### src/rtl/register_bank.sv
// register_bank: register file with one write port and two independent
// registered read ports. Reads are write-first: a read of the entry being
// written at the same edge returns the incoming data. Optionally entry 0
// is hardwired to zero. wr_onehot gives a one-cycle pulse marking the
// entry written at the previous edge.
module register_bank #(
    parameter int WIDTH    = 8,
    parameter int DEPTH    = 8,
    parameter int ZERO_REG = 0,
    localparam int AW      = $clog2(DEPTH)
) (
    input  logic             clk,
    input  logic             reset,
    input  logic             wr_en,
    input  logic [AW-1:0]    wr_addr,
    input  logic [WIDTH-1:0] wr_data,
    input  logic             rd_en_a,
    input  logic [AW-1:0]    rd_addr_a,
    input  logic             rd_en_b,
    input  logic [AW-1:0]    rd_addr_b,
    output logic [WIDTH-1:0] rd_data_a,
    output logic [WIDTH-1:0] rd_data_b,
    output logic             rd_valid_a,
    output logic             rd_valid_b,
    output logic [DEPTH-1:0] wr_onehot
);

    logic [WIDTH-1:0] mem [DEPTH];
    logic             wr_eff;
    logic [WIDTH-1:0] rd_next_a;
    logic [WIDTH-1:0] rd_next_b;

    // A write only takes effect when it does not target a hardwired-zero entry 0.
    always_comb begin
        wr_eff = wr_en;
        if (ZERO_REG != 0 && wr_addr == '0) begin
            wr_eff = 1'b0;
        end
    end

    // Port A read value: stored contents, overridden by same-edge write data, forced to zero for entry 0 if hardwired.
    always_comb begin
        rd_next_a = mem[rd_addr_a];
        if (wr_eff && wr_addr == rd_addr_a) begin
            rd_next_a = wr_data;
        end
        if (ZERO_REG != 0 && rd_addr_a == '0) begin
            rd_next_a = '0;
        end
    end

    // Port B read value, built the same way as port A.
    always_comb begin
        rd_next_b = mem[rd_addr_b];
        if (wr_eff && wr_addr == rd_addr_b) begin
            rd_next_b = wr_data;
        end
        if (ZERO_REG != 0 && rd_addr_b == '0) begin
            rd_next_b = '0;
        end
    end

    // Storage array: cleared by reset, otherwise updated by effective writes.
    always_ff @(posedge clk) begin
        if (reset) begin
            for (int i = 0; i < DEPTH; i++) begin
                mem[i] <= '0;
            end
        end else if (wr_eff) begin
            mem[wr_addr] <= wr_data;
        end
    end

    // Registered outputs: read data held when not requested, valid and one-hot pulse for a single cycle.
    always_ff @(posedge clk) begin
        if (reset) begin
            rd_data_a  <= '0;
            rd_data_b  <= '0;
            rd_valid_a <= 1'b0;
            rd_valid_b <= 1'b0;
            wr_onehot  <= '0;
        end else begin
            rd_valid_a <= rd_en_a;
            rd_valid_b <= rd_en_b;
            if (rd_en_a) begin
                rd_data_a <= rd_next_a;
            end
            if (rd_en_b) begin
                rd_data_b <= rd_next_b;
            end
            wr_onehot <= wr_eff ? (DEPTH'(1) << wr_addr) : '0;
        end
    end

endmodule

### config.mk
export PLATFORM = sky130hd
export DESIGN_NAME = register_bank
export DESIGN_NICKNAME = d
export VERILOG_FILES = /design/src/rtl/register_bank.sv
export SDC_FILE = /design/constraint.sdc
export NUM_CORES = 1
export LEC_CHECK = 0
export ABC_AREA = 0
export CORE_ASPECT_RATIO = 0.6
export CORE_UTILIZATION = 45
export DETAILED_ROUTE_END_ITERATION = 6
export GPL_TIMING_DRIVEN = 0
export HOLD_SLACK_MARGIN = 0.1
export PLACE_DENSITY_LB_ADDON = 0.2
export SLEW_MARGIN = 20
export SYNTH_ARGS = -nofsm -noshare
export SYNTH_HDL_FRONTEND = slang
export SYNTH_SLANG_ARGS = --single-unit
### constraint.sdc
create_clock -name clk -period 2.8 [get_ports clk]
set_clock_uncertainty 0.2 [all_clocks]
set_input_delay 0.56 -clock clk [delete_from_list [all_inputs] [get_ports clk]]
set_output_delay 0.56 -clock clk [all_outputs]
set_load 0.02 [all_outputs]
# Word level (Yosys, flattened, before mapping)
# Memories as Yosys holds them, arrays and structs flattened. A register that Yosys moved wholly into a read port is not among the register bits.
# Cells that the tools add are included.
[word_totals]
register_bits = 10
ramBits = 64
in_bits = 22
output_inout_bits = 26
wordCells = 16
mem_count = 1
[classes]
n_shift = 1
mux = 8
bitwise_logic = 1
reduce_logical = 2
[mem_list]
columns = ["name", "depth", "word_bits", "read_ports", "rd_ports_with_merged_regs", "wr", "line_no", "text"]
rows = [
  ["mem", 8, 8, 2, 2, 8, "28", "logic [WIDTH-1:0] mem [DEPTH];"],
]
[op_table]
columns = ["op", "count"]
rows = [
  ["two-way mux 8 bit", 1],
  ["OR reduction 8 bit", 1],
  ["left shift 1 x 3 -> 8 bit, first input constant", 1],
  ["two-way mux 1 bit", 6],
  ["two-way mux 3 bit", 1],
  ["OR reduction 2 bit", 1],
  ["NOT 1 bit", 1],
]

# Logic depth before layout (Yosys ltp)
# Gate-level depths: netlist of the first run.
[logic_depth]
ltp_word = 5
ltp_mapped = 6
mapped_depth_nobuf = 4

# Least setup slack after synthesis of the first run
# No wires, ideal clock.
[synth_path]
kind = "input to register"
startpoint = "in rd_addr_a[0]"
endpoint = "reg rd_data_a[2], read port of mem"
setup_time_ps = 122
arrival_time_ps = 1855
required_ps = 2478
path_slack_ps = 623
cell_stages = 5
path_buffers = 1
path_cell_list = "buf_4 mux4_2 mux2_2 and2_1 a221o_1"
[synth_lines]
columns = ["element", "line_no", "text"]
rows = [
  ["start, declared", "18", "input logic [AW-1:0] rd_addr_a,"],
  ["end, declared", "21", "output logic [WIDTH-1:0] rd_data_a,"],
]

==> results of run 1 <==
==> metrics by stage <==
step | hold slack (ps) | total power, uW
final | 288 | 3170
after CTS | 288 | 3180
after global placement | 275 | 1970
after floorplan | 395 | 1800
after global routing | 314 | 3270
after detailed placement | 270 | 1980
==> tightest hold or removal path, stage by stage, from the launching register on <==
cell and delay (ps):
dfxtp_1 330, a22oi_1 60, o21ai_0 60
==> placed cells by master, fill, tap and decap left out, types with 2 or more instances in the layout <==
master | Yosys | routed
clkbuf_1 | 7 | 8
edfxtp_1 | 64 | 64
and2_1 | 66 | 66
a22oi_1 | 20 | 20
nand2_1 | 3 | 3
and3_1 | 6 | 6
xnor2_1 | 6 | 6
nor3_2 | 1 | 2
o21ai_0 | 8 | 8
nand4_1 | 2 | 2
nand2b_1 | 4 | 4
mux2_2 | 2 | 2
or2_2 | 8 | 8
clkbuf_16 | 0 | 9
clkdlybuf4s50_1 | 0 | 39
nor2_1 | 10 | 8
mux4_2 | 20 | 20
a221o_1 | 8 | 8
dfxtp_1 | 26 | 26
buf_2 | 6 | 6
nor2b_1 | 4 | 4
nor2_2 | 0 | 2
mux2i_1 | 32 | 32
clkinvlp_4 | 0 | 3
==> logic make-up after synthesis <==
family	after synthesis	synth area share [%]
multiplexers	54	18.5
flip-flops	90	56.9
AND/OR/NAND/NOR	108	15.2
XOR/XNOR	6	1.23
buffers and inverters	16	1.66
AO/OA/AOI/OAI	37	6.51
==> where the power goes <==
| group | switching, uW | total (uW) | internal (uW) |
|---|---|---|---|
| clock network | 521 | 1210 | 693 |
| registers | 53.2 | 1560 | 1510 |
| logic | 205 | 388 | 183 |
| total | 779 | 3170 | 2390 |
==> metal layers <==
layer,vias up,global-route usage [%],routed length (um)
li1,1284,-,-
met1,1387,35.8,5330
met2,140,29.5,4060
met3,12,6.41,912
met4,0,6.35,131
met5,-,0,0
==> worst max path at each step <==
stage              endpoint  slack, ps  cells after the start
5_1_grt           mem[6][6]          3                      5
3_3_place_gp      mem[1][4]       -320                      5
6_report          mem[6][6]        120                      5
3_5_place_dp      mem[1][4]       -390                      5
2_1_floorplan  rd_data_a[2]        620                      5
4_1_cts           mem[7][6]        100                      5
==> state kept, by name, indices dropped and copies added (netlist names) <==
register    count
mem            64
rd_data_a       8
rd_data_b       8
wr_onehot       8
rd_valid_a      1
rd_valid_b      1
==> cell type report <==
cell class | instances | area, um^2 | area share (%)
inverter | 1 | 3.75 | 0.0729
multi-input combinational | 205 | 1790 | 34.7
tap | 130 | 163 | 3.16
clock buffer | 10 | 229 | 4.45
timing repair buffer | 39 | 390 | 7.58
clock inverter | 6 | 66.3 | 1.29
buffer | 15 | 67.6 | 1.31
sequential | 90 | 2440 | 47.4
==> results.toml, run 1 <==
[cts]
cts_resized = 1
worstSkewPairLatency_ps = 340
clockBufferDepth = 2
clockRootBuffer = "clkbuf_16"
cts_tree = "built"
cts_buffers = 9
clock_sinks = 90
cts.reportedPaths.clkPinSlew_ps = 60
cts_post_setup_buffers_inserted = 0
htreeDepth = 3
hold_buffers = 0

[power]
powerDensity_nw_per_um2 = 615
leakage_uw = 0.00187
ir_drop_v = 0.000346

[route]
ant_nets = 0
drcViolationCount = 0
drt_iter0_markers = 278
wl_per_cell_um = 21.0
routed_wl_um = 10400
vias_per_cell = 5.69
via_count = 2823
dr.pass1.iters = 5

[yosys]
ys_seq_area_share_pct = 56.9
yosysUniqueCellTypes = 28
synth_area_per_cell_um2 = 13.8
syn_nets = 333
synth_area_leaders = "edfxtp_1, dfxtp_1, mux4_2, and2_1, mux2i_1"
synth-edff-count = 64
syn_area_um2 = 4290
ys_ff_latch = 90
async_flop_share_pct = 0
ys.flop_type = "edfxtp_1"
synth_most_common_cell = "and2_1"
synth_common_cells = "and2_1, edfxtp_1, mux2i_1"
netlist.area_leader.share_pct = 44.8
synth_largest_area_cell = "edfxtp_1"
synth_warnings = 0
synthCells = 311

[setup_path]
crit_path_top_delay_cell = "nor2_1"
reg2reg_to = "rd_data_a[0]"
startpoint = "wr_en"
required_ps = 2640
ff2ff_path_depth = 4
path_buf_inv = 1
end_kind = "flip-flop"
max_stage_delay_ps = 540
critPathTopFamily = "simple AND/OR/NAND/NOR gates"
crit_fanout = 10
startpoint_type = "primary input"
path_cells = "clkdlybuf4s50_1, nor2b_1, nand2b_1, nor2_1, or2_2"
crit_type = "in -> reg"
arrival_ps = 2520
r2r_slack_ps = 870
r2r-start = "mem[5][0]"

[die]
io_pins = 48
initial_utilization_pct = 46.5
die_w_um = 128
dieArea_um2 = 9940
core_area_um2 = 9220
die_height_um = 77.6
rows = 27

[final_layout]
nets = 383
stdcell_count = 496
final_util_pct = 55.8
syn_to_final_growth_pct = 20.0
antenna_cells = 0
fillers = 743
layout-drive-gt1-share_pct = 15.3
fin_area_um2 = 5150

[timing]
worst_pin_slew_ps = 707
max_freq_mhz = 373
fin_ws_ps = 121
fin_crit_ps = 2680
max_slew_margin_pct = 52.9
fin_crit_sh_pct = 95.7
rsz0062_at_grt = "false"
fin_tns_setup_ps = 0
finalHoldViolCount = 0
final-max-slew-violation-count = 0
report.final.setup_viol = 0

[global_route]
grt.overflow.total = 0
grt_usage_pct = 22.6
grt_pass1_vias = 2654
grt_max_degree = 16
grt_pass1_wl_um = 15900
antenna_found_initial = 0

[outcome]
outcome = "complete, no violations"

[min_path]
hold_path_depth = 2
worstHoldPathType = "reg -> reg"
hold_path_end = "rd_data_b[1]"
min-delay-start = "rd_data_b[1]"

[place]
dp_cells = 480
dp_hpwl_um = 8160
port_buffers = 39
dp_slack_ps = -392
gp_congestion = 0.836
place_area_um2 = 4840

[run]
cap_violations = 0
Note: power is estimated with default switching activity, not from simulation.
==> run 2, diff against run 1 <==
DONT_BUFFER_PORTS = 1   (was unset)
==> run 2 against run 1 <==
Global-route usage rose by 0.38 points. Clock-buffer cell count did not move. Clock power rose by 16%. Critical endpoint is now mem[1][1]. Sequential share of layout area rose by 3.4 points. Highest routed layer unchanged. Power rose by 3.3%. Final area fell by 6.7%. Sequential power rose by 3%. Maximum frequency rose by 13%.
==> results.toml, run 2 (synthesis gave the netlist of run 1 again) <==
[outcome]
outcome = "complete, no violations"

[setup_path]
path_cells = "nor2b_1, nand2_1, nor3_1, or2_2"
arrival_ps = 2200
r2r_slack_ps = 860
startpoint_type = "primary input"
crit_path_top_delay_cell = "nor3_1"
startpoint = "wr_en"
required_ps = 2630
reg2reg_to = "rd_data_a[0]"
ff2ff_path_depth = 4
crit_end = "mem[1][1]"
crit_fanout = 10
end_kind = "flip-flop"
crit_type = "in -> reg"
max_stage_delay_ps = 730
r2r-start = "mem[4][0]"

[global_route]
busiest_layer = "met1"
grt_max_degree = 16
grt_pass1_vias = 2603
antenna_found_initial = 0
grt_usage_pct = 23.0
grt_pass1_wl_um = 16300
met1_usage_pct = 37.7
met2_usage_pct = 28.8
grt.overflow.total = 0
grtUsageMet3_pct = 6.90

[place]
place_area_um2 = 4450
port_buffers = 0
gp_congestion = 0.790
dp_slack_ps = 88.0
dp_hpwl_um = 7940

[cts]
clockBufferDepth = 2
cts_post_setup_buffers_inserted = 0
htreeDepth = 3
cts_buffers = 9
clock_sinks = 90
cts_tree = "built"
cts.reportedPaths.clkPinSlew_ps = 60
worstSkewPairLatency_ps = 340
clockRootBuffer = "clkbuf_16"

[die]
io_pins = 48
die_height_um = 77.6
core_area_um2 = 9220
dieArea_um2 = 9940
rows = 27
die_w_um = 128
initial_utilization_pct = 46.5

[timing]
finalHoldViolCount = 0
fin_crit_ps = 2370
report.final.setup_viol = 0
max_slew_margin_pct = 40.7
rsz0062_at_grt = "false"
fin_tns_setup_ps = 0
final-max-slew-violation-count = 0
fin_ws_ps = 429
hold_slack_ps = 158
worst_pin_slew_ps = 882
max_freq_mhz = 422
fin_crit_sh_pct = 84.7

[final_layout]
final_util_pct = 52.1
fillers = 754
nets = 345
antenna_cells = 0
fin_area_um2 = 4800
layout-drive-gt1-share_pct = 16.2
top_register = "mem"
syn_to_final_growth_pct = 12.0
largest_reg_flops = 64
layout_commonest_cell = "and2_1"
final_cell_mix = "and2_1, edfxtp_1, mux2i_1, dfxtp_1"

[route]
ant_nets = 0
dr.pass1.iters = 4
drcViolationCount = 0
via_count = 2633
wl_per_cell_um = 23.0
routed_wl_um = 10500
vias_per_cell = 5.75
drt_iter0_markers = 254

[min_path]
worstHoldPathType = "in -> reg"

[power]
powerDensity_nw_per_um2 = 681
ir_drop_v = 0.000297
leakage_uw = 0.00176

[run]
cap_violations = 0
[run 2: cell types whose count changed in the layout (fill, tap and decap cells not counted)]
cell / delta
dlygate4sd3_1: +1
nor3_1: +1
clkdlybuf4s50_1: -39
nor3_2: -1
inv_6: +1
clkinvlp_4: -3
bufinv_16: +2
nor2_1: +2
nor2_2: -2
[run 2: where the power goes]
part,internal [uW],switching (uW),total (uW)
sequential,1510,87.4,1600
combinational,128,145,273
clock,878,522,1400
[run 2: how the worst min path moves through the flow]
stage                  from            to  slack [ps]  depth (start not counted)
2_1_floorplan  rd_data_b[0]  rd_data_b[0]         400                          2
3_3_place_gp   rd_data_b[1]  rd_data_b[1]         430                          2
3_5_place_dp   rd_data_b[0]  rd_data_b[0]         430                          2
4_1_cts          wr_data[1]  rd_data_a[1]         150                          1
5_1_grt          wr_data[3]  rd_data_a[3]         140                          1
6_report         wr_data[1]  rd_data_a[1]         160                          1
[run 2: repair_timing]
| item | CTS | global route |
|---|---|---|
| gates resized for setup | 0 | 0 |
| hold buffers | 1 | 0 |
| hold endpoints to repair | 1 | 0 |
[run 2: stage by stage]
stage	cells	total power, uW
after global routing	458	3370
after floorplan	311	1800
after CTS	458	3290
after detailed placement	441	1890
final	458	3270
after global placement	441	1890
[run 2: final cells by class]
class	count	area, um^2	share of cell area, %
tap	130	163	3.39
clock buffer	10	229	4.77
buffer	15	67.6	1.41
multi-input combinational	205	1780	37.0
inverter	1	3.75	0.0781
sequential	90	2440	50.8
timing repair buffer	1	10.0	0.208
clock inverter	6	113	2.34
[run 2: per-layer routing]
| layer | wire, um | share of wire, % |
|---|---|---|
| met5 | 0 | 0 |
| met1 | 5500 | 52 |
| met2 | 3860 | 37 |
| met3 | 1080 | 10 |
| met4 | 80 | 0.76 |
[run 2: critical path, delay by kind of cell]
kind / cells / cell delay, ps
AND/OR/NAND/NOR: 4 / 1650
